===== src/rtl/maxpool2x2.sv =====
// maxpool2x2: 2x2 stride-2 signed max pooling of a CHANNELS x IMG_SIZE x IMG_SIZE buffer.
// Ports: clk / reset_n (async active-low) clock and reset; start launches one full pass;
//   conv_r_addr/conv_r_en/conv_r_q read the input buffer (data valid one cycle after enable);
//   pool_w_addr/pool_w_en/pool_w_we/pool_w_d write one pooled word per window;
//   busy is high for the whole pass and done pulses once at its end.
module maxpool2x2 #(
    parameter  int DATA_WIDTH = 16,
    parameter  int CHANNELS   = 8,
    parameter  int IMG_SIZE   = 28,
    localparam int P          = IMG_SIZE / 2,
    localparam int AWI        = $clog2(CHANNELS * IMG_SIZE * IMG_SIZE),
    localparam int AWO        = ($clog2(CHANNELS * P * P) > 1) ? $clog2(CHANNELS * P * P) : 1
) (
    input  logic                         clk,
    input  logic                         reset_n,
    input  logic                         start,
    output logic [AWI-1:0]               conv_r_addr,
    output logic                         conv_r_en,
    input  logic signed [DATA_WIDTH-1:0] conv_r_q,
    output logic [AWO-1:0]               pool_w_addr,
    output logic                         pool_w_en,
    output logic                         pool_w_we,
    output logic signed [DATA_WIDTH-1:0] pool_w_d,
    output logic                         busy,
    output logic                         done
);
    localparam int CW = CHANNELS > 1 ? $clog2(CHANNELS) : 1;
    localparam int PW = P > 1 ? $clog2(P) : 1;

    typedef enum logic [3:0] {
        IDLE, ISSUE0, CAPT0, ISSUE1, CAPT1, ISSUE2, CAPT2, ISSUE3, CAPT3, WRITE, FINISH
    } state_t;

    state_t                       state_q, state_d;
    logic [CW-1:0]                ch_q, ch_d;
    logic [PW-1:0]                pr_q, pr_d, pc_q, pc_d;
    logic signed [DATA_WIDTH-1:0] max_q, max_d;
    logic                         pc_end, pr_end, ch_end, issue, wr;
    logic [1:0]                   k;
    logic [31:0]                  row, col;

    assign pc_end = pc_q == PW'(P - 1);
    assign pr_end = pr_q == PW'(P - 1);
    assign ch_end = ch_q == CW'(CHANNELS - 1);

    always_ff @(posedge clk or negedge reset_n) begin
        if (!reset_n) begin
            state_q <= IDLE;
            ch_q    <= '0;
            pr_q    <= '0;
            pc_q    <= '0;
            max_q   <= '0;
        end else begin
            state_q <= state_d;
            ch_q    <= ch_d;
            pr_q    <= pr_d;
            pc_q    <= pc_d;
            max_q   <= max_d;
        end
    end

    // ISSUE/CAPT states are laid out consecutively, so they simply step to the next encoding.
    // Counters only move in WRITE and wrap back to zero after the last window.
    always_comb begin
        case (state_q)
            IDLE:    state_d = start ? ISSUE0 : IDLE;
            WRITE:   state_d = (pc_end && pr_end && ch_end) ? FINISH : ISSUE0;
            FINISH:  state_d = IDLE;
            default: state_d = state_t'(state_q + 4'd1);
        endcase
        // First element loads unconditionally so all-negative windows survive.
        max_d = (state_q == CAPT0) ? conv_r_q :
                (state_q inside {CAPT1, CAPT2, CAPT3} && conv_r_q > max_q) ? conv_r_q : max_q;
        pc_d  = wr ? (pc_end ? '0 : pc_q + 1'b1) : pc_q;
        pr_d  = (wr && pc_end) ? (pr_end ? '0 : pr_q + 1'b1) : pr_q;
        ch_d  = (wr && pc_end && pr_end) ? (ch_end ? '0 : ch_q + 1'b1) : ch_q;
    end

    always_comb begin
        issue       = state_q inside {ISSUE0, ISSUE1, ISSUE2, ISSUE3};
        wr          = state_q == WRITE;
        k           = {state_q inside {ISSUE2, ISSUE3}, state_q inside {ISSUE1, ISSUE3}};
        row         = 32'(pr_q) * 2 + 32'(k[1]);
        col         = 32'(pc_q) * 2 + 32'(k[0]);
        conv_r_en   = issue;
        conv_r_addr = issue ? AWI'((32'(ch_q) * IMG_SIZE + row) * IMG_SIZE + col) : '0;
        pool_w_en   = wr;
        pool_w_we   = wr;
        pool_w_addr = wr ? AWO'((32'(ch_q) * P + 32'(pr_q)) * P + 32'(pc_q)) : '0;
        pool_w_d    = wr ? max_q : '0;
        busy        = state_q != IDLE;
        done        = state_q == FINISH;
    end
endmodule


===== config.mk =====
export PLATFORM = sky130hd
export DESIGN_NAME = maxpool2x2
export DESIGN_NICKNAME = d
export VERILOG_FILES = /design/src/rtl/maxpool2x2.sv
export SDC_FILE = /design/constraint.sdc
export NUM_CORES = 1
export LEC_CHECK = 0
export BUFFER_PORTS_ARGS = -buffer_cell sky130_fd_sc_hd__buf_2
export CORE_ASPECT_RATIO = 0.75
export CORE_UTILIZATION = 57
export DETAILED_ROUTE_END_ITERATION = 6
export PLACE_DENSITY = 0.81
export SYNTH_ARGS = -nofsm -noshare
export SYNTH_HDL_FRONTEND = slang
export SYNTH_SLANG_ARGS = --single-unit

===== constraint.sdc =====
create_clock -name clk -period 7.2 [get_ports clk]
set_clock_uncertainty 0.1 [all_clocks]
set_input_delay 0 -clock clk [delete_from_list [all_inputs] [get_ports clk]]
set_output_delay 0 -clock clk [all_outputs]
set_load 0.01 [all_outputs]

# == Yosys cells after proc, flatten, opt, wreduce, memory -nomap -nowiden ==
# Cells that the tools add are included.
# totals
output_inout_bits,45
in_bits,19
ff_bits,31
# op_classes
add_sub_neg,10
eq_ne,13
n_reduce_logical,12
multipliers,4
order_cmp,1
muxes,11
# op_table
operator,n
two-way mux 16 bit,3
"== test 4 bit, second input constant",5
"== test 4 x 3 -> 1 bit, second input constant",4
> comparator 16 bit,1
adder 13 x 6 -> 13 bit,1
two-way mux 13 bit,1
"adder 4 x 1 -> 4 bit, second input constant",3
adder 5 x 1 -> 6 bit,2
"multiplier 3 x 3 -> 6 bit, second input constant",2
two-way mux 4 bit,3
case mux 4 bit (3 select lines),1
adder 11 x 4 -> 11 bit,1
"multiplier 9 x 3 -> 11 bit, second input constant",1
two-way mux 11 bit,1
"multiplier 8 x 3 -> 10 bit, second input constant",1
adder 8 x 6 -> 9 bit,1
adder 7 x 4 -> 8 bit,1
"== test 4 x 2 -> 1 bit, second input constant",2
nonzero test 4 bit,2
nonzero test 2 bit,3
logical AND 1 bit,5
"== test 4 x 1 -> 1 bit, second input constant",1
logical NOT 4 bit,1
"adder 3 x 1 -> 3 bit, second input constant",1
4 further kinds,4

# == Logic depth before layout (Yosys ltp) ==
# logic_depth
depth_word,7
mapped_depth,17
mapped_depth_nobuf,17

# == Least setup slack after synthesis ==
# Ideal clock, no wire load.
# synth_timing
path_kind,reg2out
from,reg ch_q[0]
to,out conv_r_addr[12]
t_required_ns,7.100
setup_slack_ns,1.756
arrival_ns,5.344
stages_incl_launch_ff,18
n_path_buf,1
cell_sequence,dfrtp_1 fa_1 ha_1 inv_1 fa_1 xnor2_1 or3b_2 xor2_1 inv_1 fa_1 ha_1 buf_6 or3b_1 o211ai_1 a311oi_2 or4_4 or4_1 a21oi_1
# synth_via
elab_chain_len,5
# synth_rtl
element,line,source
"start, declared",35,"logic [CW-1:0] ch_q, ch_d;"
"start signal, assigned",55,ch_q <= ch_d;
multiplier 3 x 3 -> 6 bit,86,conv_r_addr = issue ? AWI'((32'(ch_q) * IMG_SIZE + row) * IMG_SIZE + col) : '0;
adder 8 x 6 -> 9 bit,86,
multiplier 9 x 3 -> 11 bit,86,
adder 13 x 6 -> 13 bit,86,
two-way mux 13 bit,86,
"end, declared",17,"output logic [AWI-1:0] conv_r_addr,"
# No other way between the ends.

# == Worst setup path in the final report ==
# Ends and elaborated chain as after synthesis.

==> key figures <==
Logic synthesis
  – Adder-cell share of the synthesized area: 0.259
  – Cell variety after synth: 53
  – Netlist area before placement: about 3500 um2
  – Seq cells post-synth: 31
  – Post-synthesis sequential area ratio: 0.221
  – Net Count, Synth: 480
  – EDFF count, synth: 0
  – Complex-gate fraction of the synthesized area: 0.138
  – Post-synthesis simple-gate area fraction: 0.170
  – Syn Inst Count: 398
  – Largest family of logic cells by synthesized area: adder cells
  – Syn Area/Cell: approximately 8.8 um2
  – Most used DFF post-synth: dfrtp_1
  – Multiplexer share of the synthesized area: 0.0574
  – Syn. warnings: 0
  – XOR/XNOR Fraction of Synth Area: 0.0774
  – Share of flip-flops with an asynchronous set or reset: 1.00

Layout
  – Layout area overhead: 17.3%
  – NumNets Final: 557
  – Share of cells above drive strength 1: 0.208
  – Fillcell total: between 400 and 500
  – Multi-input logic area: 2460 um2
  – Register area: 776 um2
  – N_diodes: 0

Global routing
  – Initial antenna violation count: 0
  – Number of global-route vias before repair: just under 3000
  – Gr busiest metal: met2
  – Met3 GRT Util: 0.0501
  – Overflow after GRT: 0
  – Largest net degree at the start of global routing: 32
  – GRT met2 Usage: 0.429
  – Met1 Usage GRT: 0.376
  – GRT Overall Usage: 0.267
  – Global-route wire length before repair: 13800 um

Clocking
  – Post-cts resize count: 0
  – CTS tree: done
  – Clk slew on worst S/H paths: 0.06 ns
  – H-Tree Depth: 2
  – Number of buffers created by CTS: 5
  – Clk sinks: 31
  – Clk Latency, worst-skew pair: roughly 0.28 ns
  – Clock Tree Buf Depth: 2
  – CTS root buf: clkbuf_8

STA
  – Max-slew violation count: 0
  – Count of final hold-check violations: 0
  – Relative slew slack: 0.473
  – Slew @ Worst Pin: 0.791 ns
  – Setup TNS: 0 ns
  – Fin crit share: 0.860
  – Period minus WS final: 6.20 ns
  – # setup viols final: 0
  – RSZ-0062 raised after global routing: no
  – Post-route setup slack: about 1 ns
  – Max Fclk: around 160 MHz

Detailed routing
  – Via density: roughly 5.6
  – Initial drt markers: approximately 190
  – Routed wire length: about 8100 um
  – # DRC: 0
  – TritonRoute pass-1 iters: 5
  – Vias: 3115
  – Wire length per cell: between 10 and 15 um
  – Post-DRT Antenna Nets: 0

Critical path
  – WS Path Type: reg -> out
  – CP endpoint kind: primary output
  – Critical path required time: approximately 7.1 ns
  – Arr. time, crit path: around 6 ns
  – Startpoint types: flop
  – Max FO, Critical Path: 10

Power and ir drop
  – Peak VDD IR: about 140 uV
  – Leak: ~2.2 nW
  – PD cells: between 90 and 100 nW/um2
  – Sw Share: 0.268
  – Clock Power Share: 0.339
  – Sequential power share: 0.487
  – Internal power: ~0.29 mW
  – Switching power: roughly 0.10 mW
  – Comb power frac: 0.174

Job
  – Max-Cap Viols: 0

Placed design
  – Post-Place Worst Slack: 1.27 ns
  – Placer Congestion: a little under 0.9
  – IO Port Bufs: 63
  – Detailed placer's ending HPWL: between 6000 and 7000 um

Floorplan
  – Ports: 64
  – Die Width: about 90 um
  – Total die area: 6470 um2
  – Core area: slightly below 6000 um2
  – Effective utilization at floorplan: 0.596
  – Rows: 24
  – Die height: 69.9 um

Status
  – Status: finished, final reports clean

Min path
  – Worst hold path type: in -> async
[cell type report]
class                      count  share of cell area
multi-input combinational    303               0.598
timing repair buffer          82               0.122
clock buffer                   7              0.0186
sequential                    31               0.189
inverter                      52              0.0474
tap                           78              0.0237
clock inverter                 1             0.00122
[Yosys cell counts (all sizes together) (5+ instances only)]
master	instances	area [um2]
inv	52	195
ha	47	588
nor2	40	150
dfrtp	31	776
nand2	27	101
a21oi	23	119
mux2	17	191
fa	16	320
xor2	16	140
o21ai	15	75.1
xnor2	15	131
a21o	12	92.6
nand3	11	60.1
nand4	8	50.1
clkbuf	7	36.3
nor2b	7	43.8
o31ai	5	37.5
[logic make-up after synthesis]
| group | after synthesis |
|---|---|
| multiplexers | 18 |
| adder cells (fa/ha/maj) | 63 |
| buffers and inverters | 64 |
| AO/OA/AOI/OAI | 71 |
| XOR/XNOR | 31 |
| flip-flops | 31 |
| AND/OR/NAND/NOR | 120 |
[state kept, by name, indices dropped and copies added (netlist names)]
register and cells:
pr_q 4, ch_q 3, pc_q 4, state_q 4
max_q 16
[critical path, cell delays in order, from the launching register on]
cell      delay [ns]
dfrtp_1         0.48
fa_1            0.57
ha_1            0.14
inv_1           0.06
fa_1            0.38
xnor2_1         0.27
or3b_2          0.49
xor2_1          0.30
inv_1           0.15
fa_1            0.49
ha_1            0.53
or3b_1          0.40
o211ai_1        0.11
a311oi_2        0.09
or4_4           0.59
or4_1           0.47
a21oi_1         0.14
buf_2           0.15
[layer usage]
metal	up-vias	wire length, um
met4	0	87
met2	114	3810
met3	11	449
met1	1479	3780
met5	-	0
li1	1511	-
[metrics by stage]
stage                     total power, mW  area, um2   util  cells  hold slack, ns
after CTS                           0.388       4110  0.699    554           0.232
after floorplan                     0.229       3510      -    398          -0.396
after detailed placement            0.249       3850  0.655    528        -0.00865
after global placement              0.246       3850  0.655    528        -0.00752
after global routing                0.408       4110  0.699    554           0.257
final                               0.390       4110  0.699    554           0.198
[cells in the final DEF (no fill, tap or decap), drive strengths merged, types with 3 or more instances in the layout]
| cell type | netlist | final |
|---|---|---|
| buf | 4 | 64 |
| inv | 52 | 52 |
| ha | 47 | 47 |
| nor2 | 40 | 40 |
| dfrtp | 31 | 31 |
| nand2 | 27 | 27 |
| a21oi | 23 | 23 |
| dlygate4sd3 | 0 | 18 |
| mux2 | 17 | 17 |
| xor2 | 16 | 16 |
| fa | 16 | 16 |
| xnor2 | 15 | 15 |
| o21ai | 15 | 15 |
| a21o | 12 | 12 |
| nand3 | 11 | 11 |
| nand4 | 8 | 8 |
| nor2b | 7 | 7 |
| clkbuf | 7 | 7 |
| o31ai | 5 | 5 |
| and2 | 4 | 4 |
| or4 | 4 | 4 |
| nor3 | 3 | 3 |
| nor3b | 3 | 3 |
| a2111oi | 3 | 3 |
[worst paths after layout]
check	startpoint	slack, ns	end	depth (start not counted)
min in group clk	conv_r_q[7]	0.40	max_q[7]	3
setup / recovery	ch_q[0]	1.00	conv_r_addr[12]	17
setup reg to reg	max_q[13]	4.10	max_q[10]	8
max in group asynchronous	reset_n	6.34	ch_q[1]	2
hold reg to reg	max_q[1]	0.41	max_q[1]	1
hold / removal	reset_n	0.20	max_q[12]	2
[repair_timing]
action                    4_1_cts  5_1_grt
hold endpoints to repair       48        0
buffers inserted                0        0
hold buffers                   18        0
[power by group through the flow]
| stage | sequential (mW) | clock [mW] | combinational (mW) |
|---|---|---|---|
| finish | 0.190 | 0.132 | 0.0679 |
| global route | 0.191 | 0.142 | 0.0750 |
| CTS | 0.190 | 0.133 | 0.0646 |
| detailed placement | 0.193 | 0 | 0.0562 |
| global placement | 0.192 | 0 | 0.0540 |
| floorplan | 0.191 | 0 | 0.0374 |
No activity file was read; power rests on OpenSTA's default activity.
